`src/rtl/serial_subtractor.sv`:
```
// rtl/serial_subtractor.sv - bit-serial unsigned subtractor, LSB first, one full-subtractor cell.
// Optional signed-overflow flag enabled by SERIAL_SUB_OVF_EN.
module serial_subtractor #(
    parameter int WIDTH = 8
) (
    input  logic             clk,
    input  logic             rst_n,
    input  logic             start,
    input  logic [WIDTH-1:0] a,
    input  logic [WIDTH-1:0] b,
    output logic             busy,
    output logic             done,
    output logic [WIDTH-1:0] diff,
`ifdef SERIAL_SUB_OVF_EN
    output logic             ovf,
`endif
    output logic             borrow_out
);

    localparam int CW = $clog2(WIDTH) + 1;

    typedef enum logic [1:0] {
        S_IDLE  = 2'd0,
        S_SHIFT = 2'd1,
        S_DONE  = 2'd2
    } state_t;

    state_t           state;
    logic [WIDTH-1:0] a_sh;
    logic [WIDTH-1:0] b_sh;
    logic [WIDTH-1:0] res_sh;
    logic             brw;
    logic [CW-1:0]    cnt;

    logic             bit_d;
    logic             brw_nx;
    logic [WIDTH-1:0] res_nx;
    logic             last_bit;

`ifdef SERIAL_SUB_OVF_EN
    logic             a_msb;
    logic             b_msb;
`endif

    // Full-subtractor cell operating on the current LSBs of the shift registers.
    always_comb begin
        bit_d    = a_sh[0] ^ b_sh[0] ^ brw;
        brw_nx   = (~a_sh[0] & b_sh[0]) | (~(a_sh[0] ^ b_sh[0]) & brw);
        res_nx   = {bit_d, res_sh[WIDTH-1:1]};
        last_bit = (cnt == CW'(WIDTH - 1));
    end

    always_ff @(posedge clk or negedge rst_n) begin
        if (!rst_n) begin
            state      <= S_IDLE;
            busy       <= 1'b0;
            done       <= 1'b0;
            diff       <= '0;
            borrow_out <= 1'b0;
            a_sh       <= '0;
            b_sh       <= '0;
            res_sh     <= '0;
            brw        <= 1'b0;
            cnt        <= '0;
`ifdef SERIAL_SUB_OVF_EN
            a_msb      <= 1'b0;
            b_msb      <= 1'b0;
            ovf        <= 1'b0;
`endif
        end else if (state == S_SHIFT) begin
            brw    <= brw_nx;
            res_sh <= res_nx;
            a_sh   <= a_sh >> 1;
            b_sh   <= b_sh >> 1;
            cnt    <= cnt + 1'b1;
            if (last_bit) begin
                diff       <= res_nx;
                borrow_out <= brw_nx;
`ifdef SERIAL_SUB_OVF_EN
                ovf        <= (a_msb != b_msb) && (bit_d != a_msb);
`endif
                busy       <= 1'b0;
                done       <= 1'b1;
                state      <= S_DONE;
            end
        end else begin
            // IDLE and DONE both accept a new request; DONE otherwise falls back to IDLE.
            done  <= 1'b0;
            busy  <= 1'b0;
            state <= S_IDLE;
            if (start) begin
                a_sh   <= a;
                b_sh   <= b;
                res_sh <= '0;
                brw    <= 1'b0;
                cnt    <= '0;
`ifdef SERIAL_SUB_OVF_EN
                a_msb  <= a[WIDTH-1];
                b_msb  <= b[WIDTH-1];
`endif
                busy   <= 1'b1;
                state  <= S_SHIFT;
            end
        end
    end

endmodule
```
`config.mk`:
```
export PLATFORM = sky130hd
export DESIGN_NAME = serial_subtractor
export DESIGN_NICKNAME = d
export VERILOG_FILES = /design/src/rtl/serial_subtractor.sv
export SDC_FILE = /design/constraint.sdc
export NUM_CORES = 1
export LEC_CHECK = 0
export CAP_MARGIN = 10
export CORE_ASPECT_RATIO = 0.6
export CORE_MARGIN = 1
export CORE_UTILIZATION = 51
export CTS_CLUSTER_DIAMETER = 60
export DETAILED_ROUTE_END_ITERATION = 16
export HOLD_SLACK_MARGIN = 0.08
export PLACE_DENSITY = 0.78
export REMOVE_ABC_BUFFERS = 1
export SETUP_SLACK_MARGIN = 0.4
export SYNTH_ARGS = -nofsm -noshare
export SYNTH_HDL_FRONTEND = slang
export SYNTH_SLANG_ARGS = --single-unit
export TNS_END_PERCENT = 10
```
`constraint.sdc`:
```
create_clock -name clk -period 1.74 [get_ports clk]
set_input_delay 0.522 -clock clk [delete_from_list [all_inputs] [get_ports clk]]
set_output_delay 0.522 -clock clk [all_outputs]
set_load 0.05 [all_outputs]
```
==> Word level (Yosys, flattened, before mapping) <==
Cells that the tools add are included.
{ "totals": {"ff_bits": 42, "inputBits": 19, "out_inout_bits": 11} }
{ "classes": {"add_sub_neg": 1, "n_eq_ne": 3, "n_mux": 18, "bitwise": 7, "n_reduce_logical": 2} }
{ "ops": {"columns": ["op", "count"], "rows": [
  ["8-bit two-way mux", 6],
  ["1-bit two-way mux", 8],
  ["4-bit two-way mux", 2],
  ["4-bit by 1-bit adder with 4-bit output, second input constant", 1],
  ["4-bit by 3-bit equality test with 1-bit output, second input constant", 1],
  ["2-bit two-way mux", 2],
  ["1-bit bitwise AND", 2],
  ["2-bit by 1-bit equality test with 1-bit output, second input constant", 1],
  ["2-bit inequality test, second input constant", 1],
  ["1-bit inverter", 2],
  ["2-bit AND reduction", 1],
  ["2-bit nonzero test", 1],
  ["1-bit XOR", 2],
  ["1-bit OR", 1]
]} }

==> Depth between registers and ports, before layout <==
Gate-level depths: netlist (run 1).
{ "depth": {"depth_word": 5, "ltp_mapped": 5, "mapped_depth_nobuf": 4} }

==> Worst setup path before layout (run 1) <==
No wires, ideal clock.
{ "synth_path": {"path_kind": "flip-flop to flip-flop", "startpoint": "register done (netlist name)", "endpoint": "register diff[0]", "setup_time_ns": 0.125, "arrival_time_ns": 1.465, "path_slack_ns": 0.150, "stages_incl_launch_ff": 5, "path_buffers": 1, "synth_period_minus_slack_ns": 1.590, "path_cell_list": "dfrtp_1 -> nand2b_4 -> nor3_4 -> buf_6 -> mux2_2"} }
{ "synth_rtl": {"columns": ["item", "line_no", "source"], "rows": [
  ["end signal: assignment", "77", "diff <= res_nx;"],
  ["end: declaration", "13", "output logic [WIDTH-1:0] diff,"]
]} }

==> Worst setup path after layout (run 1) <==
{ "layout_path": {"startpoint": "register cnt[0]", "endpoint": "register diff[0]"} }
{ "layout_between": {"elab_chain_cells": 2} }
{ "layout_lines": {"columns": ["item", "line_no", "source"], "rows": [
  ["start: declaration", "33", "logic [CW-1:0] cnt;"],
  ["start signal: assignment", "75", "cnt <= cnt + 1'b1;"],
  ["4-bit by 3-bit equality test with 1-bit output", "50", "last_bit = (cnt == CW'(WIDTH - 1));"],
  ["2-bit AND reduction (no line)", null, null]
]} }
No other way between the ends.
A chain may end at the register's enable or synchronous reset.

==> run metrics, run 1 <==
P_leak=1.10 nW; dpl ws=0.0271 ns; Max Buffers Root-to-Sink=2; combinational cell fraction of total power=46.7%; Net Sw Power=1.62 mW; cts hold-fix bufs=0; min cycle time layout=1.43 ns; Worst Setup Start Kind=flop; # DRC=0; synthesized area per cell=11.5 sq um; Die ar.=3590 sq um; max-cap viol count=0; FP Rows=15; initial DRC count=137; core area=3020 sq um; nets@finish=206; die height=46.8 microns; Placer Congestion=0.736; Critical Path RT=1.90 ns; TritonCTS clock tree=done; Clock Pin Slew Worst Setup and Hold Paths=0.08 ns; Peak VDD IR=1.19 mV; outcome=completed; switch share=38.2%; root buffer cell=clkbuf_8; Final WS setup=0.313 ns; Cell Area, Synth=1710 sq um; Congestion Overflow GR=0; Syn-to-layout area delta=37.5%; largest net degree at the start of global routing=31; register share of total power=38.0%; YS warnings=0; global-route wire length before repair=5220 microns; post-route cell area=2350 sq um; fmax=0.701 GHz; H-tree depth=2; final-report max-slew violation count=0; wire length per cell=14.1 microns; Seq/Total Area, Yosys=57.2%; DP HPWL=2130 microns; vias in the first global route=1135; placed instance area=2170 sq um; synthesized flop and latch total=39; Final Hold Vio Count=0; Slew HR=74.2%; DRT Pass-1 Iters=4; Clock power frac=15.4%; Sum Neg Setup Slack=0 ns; gr usage total=20.0%; total I/O pin count=30; Initial Utilization=56.5%; final setup fails=0; actual slew at the worst max-slew pin=0.386 ns; unrepaired setup endpoints after global routing=true; Synth cell types=20; layout cell share with drive strength beyond 1=23.7%; Via Count=1172; Worst Skew=0.00702 ns; mean number of vias per cell=5.14; Worst setup EP type=flop; CTS Buf Count=5; # clock sinks=39; CP Class=flop to flop; clock latency on the worst-skew pair=0.28 ns; CP max FO=11; Final ANT Viol Nets=0; Power Density=1810 nW/um^2; Tcrit/Tclk final=82.0%; diode count=0; Syn Inst Count=148; PortBufs=29; initial antenna violation count=0; Pint=2.62 mW; WP data arrival=1.59 ns; die width=76.7 microns; Worst Hold Class=input pin to async pin; drt total wl=3230 microns; Design Power=4.24 mW
kinds of logic after synthesis:
| logic type | Yosys count | share of synthesized area, % |
|---|---|---|
| AOI/OAI and AO/OA | 16 | 4.69 |
| xor gates and xnor gates | 1 | 0.513 |
| adders and majority gates | 2 | 1.91 |
| buffers and inverters | 12 | 3.81 |
| DFF | 39 | 57.2 |
| muxes | 28 | 17.2 |
| and+or+nand+nor | 50 | 14.7 |
what timing repair did:
item,in CTS,in global routing
pin swaps,0,0
setup buffers,3,2
gates resized for setup,5,0
cloned,1,0
setup endpoints to repair,38,37
power by group through the flow:
stage               Combinational (mW)  Sequential (mW)  Clock, mW
finish                            1.98             1.61      0.652
global placement                  1.80             1.60          0
floorplan                        0.728             1.88          0
global route                      2.14             1.66      0.706
CTS                               1.96             1.61      0.671
detailed placement                1.86             1.63          0
layout make-up:
cell class,instances,area (sq um)
sequential,39,977
clock buffer,8,100
multi-input combinational,97,669
inverter,3,11.3
timing repair buffer,39,536
tap,42,52.6
fill,190,676
synth_stat cells:
cell	count	share of area, %
dfrtp_1	39	57
xor2_1	1	0.51
nand2_1	32	7.0
mux2_2	10	6.6
fa_1	1	1.2
nor3_4	1	0.95
or3_1	1	0.37
inv_1	3	0.66
buf_6	1	0.66
and2b_1	1	0.44
nand3_1	1	0.29
buf_2	4	1.2
nand2b_4	1	0.81
mux2i_1	18	11
clkbuf_1	2	0.44
o21ai_0	16	4.7
nor2_1	4	0.88
buf_4	2	0.88
nand3b_1	9	4.0
ha_1	1	0.73
path summary, 6_finish.rpt:
path | start | end | slack, ns | depth (start not counted)
setup / recovery | cnt[0] | diff[0] | 0.31 | 5
hold / removal | rst_n | res_sh[6] | 0.15 | 1
setup reg to reg | cnt[0] | diff[0] | 0.31 | 5
hold reg to reg | a_sh[6] | a_sh[5] | 0.48 | 2
max in group asynchronous | rst_n | state[0] | 1.14 | 2
min in group clk | a_sh[6] | a_sh[5] | 0.48 | 2
layer usage:
metal	vias up	GRT usage (%)	part of all wire, %
met5	-	0	0
met2	26	32.3	49
met1	572	25.9	45
met3	4	6.21	5.1
li1	570	-	-
met4	0	9.23	0.78
state kept, by name, summed over array words and instances, names as in the netlist, 4 cells and up:
| register | cells |
|---|---|
| cnt | 4 |
| diff | 8 |
| res_sh | 7 |
| b_sh | 8 |
| a_sh | 8 |
critical path, stage by stage, from the launching register on:
cell     delay [ns]
dfrtp_1        0.38
ha_2           0.20
nand2_1        0.08
nor3_4         0.15
buf_12         0.16
mux2_2         0.33
layout by cell type, fill, tap and decap left out, types with 5 or more instances in the layout:
cell type and n:
o21ai_0 16, nand3b_1 9, dfrtp_1 38, clkbuf_8 7, clkdlybuf4s50_1 16, nand2_1 32
buf_12 14, mux2_2 10, buf_4 5, mux2i_1 18
through the flow:
stage / hold WS [ns] / instances / utilization [%]
final: 0.150 / 228 / 77.6
after CTS: 0.155 / 226 / 77.1
after global routing: 0.165 / 228 / 77.6
after detailed placement: 0.465 / 214 / 71.8
after floorplan: 0.226 / 139 / -
after global placement: 0.458 / 214 / 71.8
No activity file was read; power rests on OpenSTA's default activity.
==> run 2: changes to the inputs <==
==> constraint.sdc (replaced) <==
create_clock -name clk -period 1.5 [get_ports clk]
set_input_delay 0.45 -clock clk [delete_from_list [all_inputs] [get_ports clk]]
set_output_delay 0.45 -clock clk [all_outputs]
set_load 0.05 [all_outputs]
==> run metrics, run 2 (synthesis gave the netlist of run 1 again) <==
Slew HR=81.0% (+6.7 points); final setup fails=7 (+7); total I/O pin count=30 (unchanged); mean number of vias per cell=5.40 (+5.0%); die width=76.7 microns (unchanged); Worst Skew=0.0117 ns (+0.00471 ns); Congestion Overflow GR=0 (unchanged); H-tree depth=2 (unchanged); Worst setup EP type=flop; flip-flop and latch area=977 sq um (unchanged); worst-case reg-to-reg path depth=5 (unchanged); Clock Pin Slew Worst Setup and Hold Paths=0.08 ns (about the same); TritonCTS clock tree=done; WP data arrival=1.71 ns (+0.12 ns); P_leak=1.25 nW (+13%); unrepaired setup endpoints after global routing=true; layout cell share with drive strength beyond 1=48.4% (+25 points); Pint=3.74 mW (+43%); DP HPWL=2230 microns (+4.8%); global-route wire length before repair=6420 microns (+23%); CP Class=flop to flop; Final WS setup=-0.0143 ns (-0.327 ns); Post-Layout Cell Count=232 (+1.8%); Clock power frac=16.7% (+1.3 points); Reg2Reg Capture Point=diff[4]; violated checks=negative setup slack; Final ANT Viol Nets=0 (unchanged); drt total wl=4370 microns (+35%); CTS Buf Count=5 (unchanged); die height=46.8 microns (unchanged); PortBufs=29 (unchanged); combinational cell fraction of total power=51.5% (+4.8 points); fmax=0.660 GHz (-5.8%); gr usage total=25.1% (+5.1 points); initial antenna violation count=0 (unchanged); Worst Hold Class=input pin to async pin; largest net degree at the start of global routing=40 (+29%); wire length per cell=18.8 microns (+33%); Via Count=1252 (+6.8%); Critical Path RT=1.69 ns (-0.21 ns); initial DRC count=72 (-47%); clock latency on the worst-skew pair=0.30 ns (+0.02 ns); largest registers=a_sh: 8 flops, b_sh: 8 flops, diff: 8 flops; Final Hold Vio Count=0 (unchanged); commonest non-fill, non-tap cell in the layout=dfrtp_1; register share of total power=31.7% (-6.3 points); nets@finish=210 (+1.9%); Worst Setup Start Kind=flop; final-layout fill cell count=112 (-41%); # clock sinks=39 (unchanged); FF-to-FF Start=cnt[0]; core area=3020 sq um (unchanged); Tcrit/Tclk final=101% (+19 points); Peak VDD IR=2.11 mV (+77%); Max Buffers Root-to-Sink=2 (unchanged); Initial Utilization=56.5% (unchanged); vias in the first global route=1331 (+17%); Syn-to-layout area delta=57.0%; # DRC=0 (unchanged); DP Cell Count=218 (+1.9%); min cycle time layout=1.51 ns (+0.0873 ns); CP max FO=8 (-3); DRT Pass-1 Iters=4 (unchanged); root buffer cell=clkbuf_8; switch share=40.7% (+2.5 points); outcome=finished, violations left; Power Density=2360 nW/um^2 (+30%); max-cap viol count=0 (unchanged); most frequent cells in the layout=38 x dfrtp_1, 18 x mux2i_1, 16 x nand2_4, 16 x clkdlybuf4s50_1; reg-to-reg slack, setup=-0.01 ns (-0.33 ns); final-report max-slew violation count=0 (unchanged); dpl ws=-0.146 ns (-0.173 ns); FP Rows=15 (unchanged); multi-input logic area=920 sq um (+37%); Net Sw Power=2.57 mW (+59%); actual slew at the worst max-slew pin=0.277 ns (-0.109 ns); Placer Congestion=0.765 (+3.9%); diode count=0 (unchanged); Die ar.=3590 sq um (unchanged)
-- run 2: layout make-up --
type	count	area share [%]
clock buffer	5	2.57
sequential	39	36.5
timing repair buffer	43	21.8
inverter	3	0.420
clock inverter	3	2.52
tap	42	1.96
multi-input combinational	97	34.3
-- run 2: routing by layer --
layer	wire, microns	vias up	global-route usage [%]	part of all wire [%]
met2	2210	29	42.0	51
li1	-	579	-	-
met1	1920	639	30.8	44
met5	0	-	0	0
met3	186	5	10.3	4.3
met4	47	0	8.85	1.1
-- run 2: metrics by stage --
stage | util (%) | instance area, sq um | total power [mW] | hold WS (ns) | TNS [ns]
floorplan | - | 1650 | 3.03 | 0.154 | -7.75
detailed placement | 72.8 | 2200 | 4.13 | 0.431 | -1.90
CTS | 87.2 | 2630 | 6.05 | 0.103 | -0.0444
global placement | 72.8 | 2200 | 4.01 | 0.429 | -1.20
global route | 88.7 | 2680 | 6.60 | 0.107 | -0.367
finish | 88.7 | 2680 | 6.32 | 0.101 | -0.0554
-- run 2: how the worst max path moves through the flow --
stage,start,end,cells past startpoint
floorplan,state[0],cnt[0],3
global placement,start,cnt[0],4
detailed placement,start,cnt[0],4
CTS,cnt[1],diff[3],5
global route,cnt[1],diff[4],5
finish,cnt[0],diff[4],5
-- run 2: timing repair --
item	4_1_cts	5_1_grt
pin swaps	41	29
gates cloned	0	0
setup buffers	4	2
gates resized for setup	93	10
setup endpoints to repair	50	49
hold buffers	0	0
-- run 2: worst max-delay path, cell delays in order (launching register included) --
cell and delay [ns]:
dfrtp_1 0.38, ha_2 0.22, nand2_2 0.08, nor3_4 0.22, buf_12 0.18, mux2_4 0.30
-- run 2: power groups by stage --
stage,registers [mW],clock network [mW],logic [mW]
3_3_place_gp,1.85,0,2.16
5_1_grt,2.05,1.12,3.44
2_1_floorplan,2.19,0,0.844
3_5_place_dp,1.89,0,2.24
4_1_cts,1.97,1.06,3.02
6_report,2.01,1.06,3.26
==> run 3: changes to the inputs <==
--- a/config.mk
+++ b/config.mk
@@ -8,11 +8,10 @@
 export CAP_MARGIN = 10
 export CORE_ASPECT_RATIO = 0.6
 export CORE_MARGIN = 1
-export CORE_UTILIZATION = 51
+export CORE_UTILIZATION = 30
 export CTS_CLUSTER_DIAMETER = 60
 export DETAILED_ROUTE_END_ITERATION = 16
 export HOLD_SLACK_MARGIN = 0.08
-export PLACE_DENSITY = 0.78
 export REMOVE_ABC_BUFFERS = 1
 export SETUP_SLACK_MARGIN = 0.4
 export SYNTH_ARGS = -nofsm -noshare
==> constraint.sdc (replaced) <==
create_clock -name clk -period 1.3 [get_ports clk]
set_input_delay 0.39 -clock clk [delete_from_list [all_inputs] [get_ports clk]]
set_output_delay 0.39 -clock clk [all_outputs]
set_load 0.05 [all_outputs]
==> run metrics, run 3 (synthesis gave the netlist of run 1 again) <==
initial DRC count=66 (-8.3%); Final WS setup=-0.106 ns (-0.0921 ns); violated checks=negative setup slack; final-layout fill cell count=489 (+340%); TritonCTS clock tree=done; Die ar.=6000 sq um (+67%); Placer Congestion=0.706 (-7.7%); DRT Pass-1 Iters=4 (unchanged); largest net degree at the start of global routing=40 (unchanged); Final Hold Vio Count=0 (unchanged); mean number of vias per cell=4.57 (-15%); DP HPWL=2180 microns (-2.3%); reg-to-reg slack, setup=-0.11 ns (-0.09 ns); # DRC=0 (unchanged); Critical Path RT=1.47 ns (-0.22 ns); worst-case reg-to-reg path depth=5 (unchanged); Clock Pin Slew Worst Setup and Hold Paths=0.08 ns (about the same); CP Class=flop to flop; Worst Setup Start Kind=flop; min cycle time layout=1.41 ns (-0.108 ns); largest registers=a_sh: 8 flops, b_sh: 8 flops, diff: 8 flops; fmax=0.711 GHz (+7.7%); root buffer cell=clkbuf_8; WHS=0.487 ns (+0.385 ns); layout cell share with drive strength beyond 1=31.3% (-17 points); FF-to-FF Start=cnt[0]; total I/O pin count=30 (unchanged); final core area utilization=48.2% (-40 points); vias in the first global route=1190 (-11%); Initial Utilization=32.5% (-24 points); Crit path largest cell delay=0.37 ns (about the same); diode count=0 (unchanged); WP data arrival=1.58 ns (-0.13 ns); Final ANT Viol Nets=0 (unchanged); Congestion Overflow GR=0 (unchanged); CP max FO=8 (unchanged); most frequent cells in the layout=39 x dfrtp_1, 28 x nand2_1, 18 x mux2i_1; H-tree depth=2 (unchanged); Syn-to-layout area delta=48.5%; Peak VDD IR=0.792 mV (-63%); Worst Skew=0.0115 ns (-0.000220 ns); global-route wire length before repair=5620 microns (-13%); FP Rows=20 (+5); crit path from=cnt[0]; nets@finish=215 (+2.4%); final setup fails=10 (+3); Slew HR=87.1% (+6.1 points); actual slew at the worst max-slew pin=0.188 ns (-0.0896 ns); placed instance area=2300 sq um (+4.4%); post-route cell area=2530 sq um (-5.4%); Reg2Reg Capture Point=diff[1]; Tcrit/Tclk final=108% (+7.2 points); die width=99.4 microns (+30%); P_leak=1.18 nW (-4.9%); die height=60.4 microns (+29%); critical-path cell list=ha_2 > nand2_2 > nor3_4 > buf_6 > mux2_2; PortBufs=29 (unchanged); outcome=finished, violations left; unrepaired setup endpoints after global routing=true; commonest non-fill, non-tap cell in the layout=dfrtp_1; Via Count=1193 (-4.7%); Power Density=2520 nW/um^2 (+6.9%); slowest library cell on the worst path=dfrtp_1; # clock sinks=39 (unchanged); gr usage total=12.6% (-13 points); clock latency on the worst-skew pair=0.29 ns (about the same); Design Power=6.39 mW (+1.1%); core area=5260 sq um (+74%); drt total wl=3180 microns (-27%); Worst setup EP type=flop; final-report max-slew violation count=0 (unchanged); max-cap viol count=0 (unchanged); CTS Buf Count=5 (unchanged); Worst Hold Class=flop to flop; Critical Path Sink=diff[1]; wire length per cell=12.2 microns (-35%); initial antenna violation count=0 (unchanged); Max Buffers Root-to-Sink=2 (unchanged)
[run 3: final cells by class]
| class | count | area, sq um | share of cell area [%] |
|---|---|---|---|
| Timing Repair Buffer | 48 | 603 | 23.8 |
| Multi-Input combinational cell | 97 | 729 | 28.8 |
| Tap cell | 66 | 82.6 | 3.26 |
| Clock inverter | 2 | 60.1 | 2.37 |
| Sequential cell | 39 | 976 | 38.5 |
| Clock buffer | 6 | 72.6 | 2.86 |
| Inverter | 3 | 11.3 | 0.444 |
[run 3: report_power, final]
group / internal, mW / switching [mW] / total, mW
clock network: 0.767 / 0.421 / 1.19
logic: 1.56 / 1.51 / 3.07
registers: 1.74 / 0.392 / 2.13
[run 3: worst min path at each step]
stage                     startpoint       to  slack, ns  cells past startpoint
after floorplan                rst_n  a_sh[0]       0.09                      0
after global placement         rst_n  b_sh[6]       0.37                      2
after detailed placement       rst_n  b_sh[6]       0.37                      2
after CTS                    b_sh[5]  b_sh[4]       0.49                      2
after global routing         a_sh[7]  a_sh[6]       0.52                      2
final                        b_sh[5]  b_sh[4]       0.49                      2
[run 3: layer usage]
metal | track usage [%] | share of wire (%) | vias up | wire (microns)
met5 | 0 | 0 | - | 0
met4 | 5.04 | 1.3 | 0 | 41
met3 | 4.49 | 3.9 | 6 | 125
met2 | 18.8 | 44 | 20 | 1390
met1 | 16.9 | 51 | 574 | 1620
li1 | - | - | 593 | -
[run 3: timing repair]
| action | 4_1_cts | 5_1_grt |
|---|---|---|
| resized for setup | 32 | 10 |
| pin swaps | 13 | 4 |
| hold buffers | 1 | 0 |
| endpoints found under the setup margin | 50 | 50 |
| cloned | 0 | 0 |
| hold endpoints to repair | 39 | 0 |
| buffers inserted | 1 | 0 |
[run 3: metrics by stage]
step                      worst slack, ns  setup TNS, ns  cells
after detailed placement           -0.253          -6.75    251
final                              -0.106         -0.678    261
after CTS                         -0.0960         -0.744    261
after global placement             -0.245          -6.34    251
after global routing               -0.175          -1.48    261
after floorplan                    -0.609         -15.23    139
[run 3: critical path, delay by kind of cell (launching register included)]
family / cells / cell delay, ns
muxes: 1 / 0.33
and+or+nand+nor: 2 / 0.20
adders and majority gates: 1 / 0.20
buffers and inverters: 1 / 0.18
DFF: 1 / 0.37
==> RTL change 1: new RTL, settings of run 3 <==
Put one more register stage on the output `done`, cleared by the reset. The value now appears one clock later. The other outputs are not delayed to match.
--- a/src/rtl/serial_subtractor.sv
+++ b/src/rtl/serial_subtractor.sv
@@ -26,2 +26,4 @@
     } state_t;
+
+    logic done_s0;
 
@@ -56,3 +58,3 @@
             busy       <= 1'b0;
-            done       <= 1'b0;
+            done_s0    <= 1'b0;
             diff       <= '0;
@@ -82,3 +84,3 @@
                 busy       <= 1'b0;
-                done       <= 1'b1;
+                done_s0    <= 1'b1;
                 state      <= S_DONE;
@@ -87,3 +89,3 @@
             // IDLE and DONE both accept a new request; DONE otherwise falls back to IDLE.
-            done  <= 1'b0;
+            done_s0 <= 1'b0;
             busy  <= 1'b0;
@@ -106,2 +108,10 @@
 
+    always_ff @(posedge clk or negedge rst_n) begin
+        if (!rst_n) begin
+            done <= '0;
+        end else begin
+            done <= done_s0;
+        end
+    end
+
 endmodule
Behaviour: not the same (Yosys sat finds a counterexample within 10 cycles, from zero or initial values and one cycle with rst_n low).
==> RTL change 1 against run 3 <==
  * The flow still finishes with violations (setup timing)
  * Core utilization fell by 2.4 points
  * Sequential cell count rose by 1
  * Clock skew fell by 0.0070 ns
  * Final area rose by 0.79%
  * Routed wire length rose by 6.9%
  * Synthesized area rose by 1.5%
  * Power fell by 1.3%
  * Worst setup slack got worse by 0.0036 ns
  * Critical endpoint is now diff[4]
==> RTL change 1: results (changes against run 3) <==
[logic_synthesis]
synth-compound-area-share = 0.04624  ; -0.0006780
synth-seq-area-share = 0.5780  ; +0.006187
synth_xor_area_frac = 0.005058  ; -0.00007416
synth_mux_area_frac = 0.1691  ; -0.002479
synth_area_per_cell_um2 = 11.62  ; +0.79%
yosys-top-cells-area = dfrtp_1, mux2i_1, nand2_1

[placement]
dp_cells = 267  ; +6.4%
dp_hpwl_mm = 2.243  ; +3.0%
numPortBuffers = 29  ; unchanged
placed_cell_area_mm2 = 0.002359  ; +2.7%
pre_cts_ws_ns = -0.2574  ; -0.004178 ns
routabilityCongestion = 0.7207  ; +2.1%

[route]
wl_per_cell_um = 12.32  ; +1.1%
drtIter0Drc = 42  ; -36%
drt-total-wl_mm = 3.399  ; +6.9%
via_per_inst = 4.283  ; -6.3%

[min_path]
min-delay-start = b_sh[6]
whs_endpoint = b_sh[5]

[clock_network]
cts_setup_buffers = 0  ; -1

[sta]
setup_slack_ns = -0.1101  ; -0.003616 ns
fin_skew_ns = 0.004526  ; -0.006979 ns
report.final.setup_viol = 10  ; unchanged
tightest_slew_ns = 0.2271  ; +0.03960 ns
hold_ws_ns = 0.4847  ; -0.002007 ns

[critical_path]
worstReg2RegEnd = diff[4]
cp_max_fo = 7  ; -1

[grt]
grt_pass1_wl_mm = 5.961  ; +6.1%
use_met2 = 0.1970  ; +0.008552
grtUsageMet1 = 0.1809  ; +0.01193
use_met3 = 0.04724  ; +0.002304
grt_start_max_net_pins = 41  ; +2.5%

[pwr]
power.leakage_nw = 1.185  ; about the same
ir_drop_uv = 1063  ; +34%

[finish]
fin_nets = 216  ; +0.47%
fillCellCount = 545  ; +11%
drive_above_1_share = 0.3061  ; -0.006698

[outcome]
violations = setup timing
outcome = complete, but fails checks

-- RTL change 1: cell types whose count changed after synthesis, sizes merged --
cell | run 3 | this run
dfrtp | 39 | 40
-- RTL change 1: report_power, final --
part	internal, W	switching (W)
Clock	0.000677	0.000422
Combinational	0.00154	0.00150
Sequential	0.00178	0.000390
-- RTL change 1: timing repair --
| item | CTS | global route |
|---|---|---|
| pin swaps | 5 | 5 |
| endpoints found under the setup margin | 50 | 50 |
| cloned | 0 | 0 |
| endpoints found under the hold margin | 40 | 0 |
| resized for setup | 16 | 12 |
| hold buffers | 1 | 0 |
-- RTL change 1: layout make-up --
cell class / count / area, um2 / area share
well taps: 80 / 100.1 / 0.03918
flip-flops and latches: 40 / 1002 / 0.3923
clock inverters: 1 / 30.03 / 0.01175
clock buffers: 7 / 96.34 / 0.03771
repair buffers: 48 / 613.1 / 0.2400
inverters: 3 / 11.26 / 0.004407
multi-input cells: 97 / 701.9 / 0.2747
-- RTL change 1: worst max-delay path, delay by kind of cell, from the launching register on --
kind | cells | cell delay, ns
adder cells (fa/ha/maj) | 1 | 0.20
buffers and inverters | 1 | 0.15
flip-flops | 1 | 0.38
multiplexers | 1 | 0.32
AND/OR/NAND/NOR | 2 | 0.24
-- RTL change 1: kinds of logic (layout without fill, tap and decap cells) --
group,Yosys count,count (layout)
AO/OA/AOI/OAI,16,16
XOR/XNOR,1,1
adder cells (fa/ha/maj),2,2
AND/OR/NAND/NOR,50,50
multiplexers,28,28
buffers and inverters,12,59
flip-flops,40,40
-- RTL change 1: metal layers --
layer  vias to the layer above  share of wire
met3                         4          0.050
met4                         0         0.0068
met5                         -              0
li1                        597              -
met1                       552           0.54
met2                        29           0.40
==> RTL change 2: new RTL, settings of run 3 <==
Made on the original files. Add a define of `SERIAL_SUB_OVF_EN`.
--- a/src/rtl/serial_subtractor.sv
+++ b/src/rtl/serial_subtractor.sv
@@ -2,2 +2,4 @@
 // Optional signed-overflow flag enabled by SERIAL_SUB_OVF_EN.
+`define SERIAL_SUB_OVF_EN
+
 module serial_subtractor #(
Check against the original RTL (old outputs only; new: ovf): equivalent (equiv_simple and equiv_induct, registers matched by name and starting in step).
==> RTL change 2 against run 3 <==
  * The run still ends with setup timing left
  * Maximum frequency down 6.7%
  * Routed wire length is 17% higher
  * Power rose by 8.4%
  * Largest cell class unchanged
  * Sequential cell count is 3 higher
  * Worst setup slack lost 0.10 ns
  * Critical path type unchanged
  * Synthesized area rose by 7.4%
  * Largest power group unchanged
  * Highest routed layer unchanged
  * Final area is 9.7% higher
==> RTL change 2: results (changes against run 3) <==
[min_path]
min-delay-start = a_sh[7]
whs_endpoint = a_sh[6]

[pwr]
switching_share = 0.3656  ; +0.002618
internal-power_w = 0.004393  ; +7.9%
power_frac_comb = 0.522  ; +0.042
ir_drop_uv = 849.3  ; +7.2%
clkPwrFrac = 0.145  ; -0.041
power.leakage_nw = 1.300  ; +9.8%

[route]
via_per_inst = 4.275  ; -6.5%
wl_met2_mm = 1.506  ; +8.3%

[grt]
use_met3 = 0.03691  ; -0.008018
grtUsageMet1 = 0.1894  ; +0.02046
grt_pass1_wl_mm = 6.051  ; +7.7%
grt_start_max_net_pins = 43  ; +7.5%

[sta]
setup_tns_ns = -2.046  ; -1.368 ns
hold_ws_ns = 0.4758  ; -0.01096 ns
report.final.setup_viol = 13  ; +3
tightest_slew_ns = 0.2257  ; +0.03813 ns
setup_slack_ns = -0.2074  ; -0.1010 ns
fin_skew_ns = 0.005184  ; -0.006322 ns

[finish]
sh_seq_area = 0.3780  ; -0.006957
nMultiInputCombCells = 104  ; +7.2%
final_cells = 291  ; +11%
area_delta_synth_final_pct = 51.67
multi_input_area_share = 0.2853  ; -0.002431
fillCellCount = 525  ; +7.4%
buffers = 54  ; +13%
buf_share = 0.2574  ; +0.01952

[placement]
placed_cell_area_mm2 = 0.002490  ; +8.4%
pre_cts_ws_ns = -0.3062  ; -0.05305 ns
dp_cells = 278  ; +11%
dp_hpwl_mm = 2.438  ; +12%
numPortBuffers = 30  ; +3.4%
routabilityCongestion = 0.7289  ; +3.3%

[outcome]
violations = setup timing
outcome = complete, but fails checks

[logic_synthesis]
syn_inst = 158  ; +6.8%
yosys-top-cells-area = dfrtp_1, mux2i_1, mux2_2
synth-seq-area-share = 0.5734  ; +0.001531
synthTopCellsByCount = dfrtp_1, nand2_1, mux2i_1, o21ai_0, mux2_2
synth_mux_area_frac = 0.1782  ; +0.006603

[critical_path]
crit_arrival_ns = 1.68  ; +0.10 ns
rr_worst_depth = 6  ; +1
crit_end = diff[5]

==> RTL change 2: cell count changes in the layout (fill, tap and decap cells not counted), moves of 2 or more <==
cell | run 3 | this run
mux2_2 | 6 | 1
buf_12 | 14 | 17
dfrtp_1 | 39 | 42
buf_6 | 5 | 7
nand2_4 | 3 | 1
o21ai_1 | 10 | 2
clkinv_2 | 0 | 2
mux2_4 | 4 | 12
nand2_1 | 28 | 31
o21ai_2 | 3 | 0
o21ai_0 | 3 | 14
==> RTL change 2: logic make-up after synthesis <==
group,Yosys count
and+or+nand+nor,53
DFF,42
muxes,31
AOI/OAI and AO/OA,17
buffers and inverters,12
adders and majority gates,2
xor gates and xnor gates,1
==> RTL change 2: timing repair <==
item	4_1_cts	5_1_grt
cloned	1	0
buffers inserted	2	1
gates resized for setup	27	15
endpoints found under the setup margin	54	54
endpoints found under the hold margin	28	0
pin swaps	4	7
hold buffers	1	0
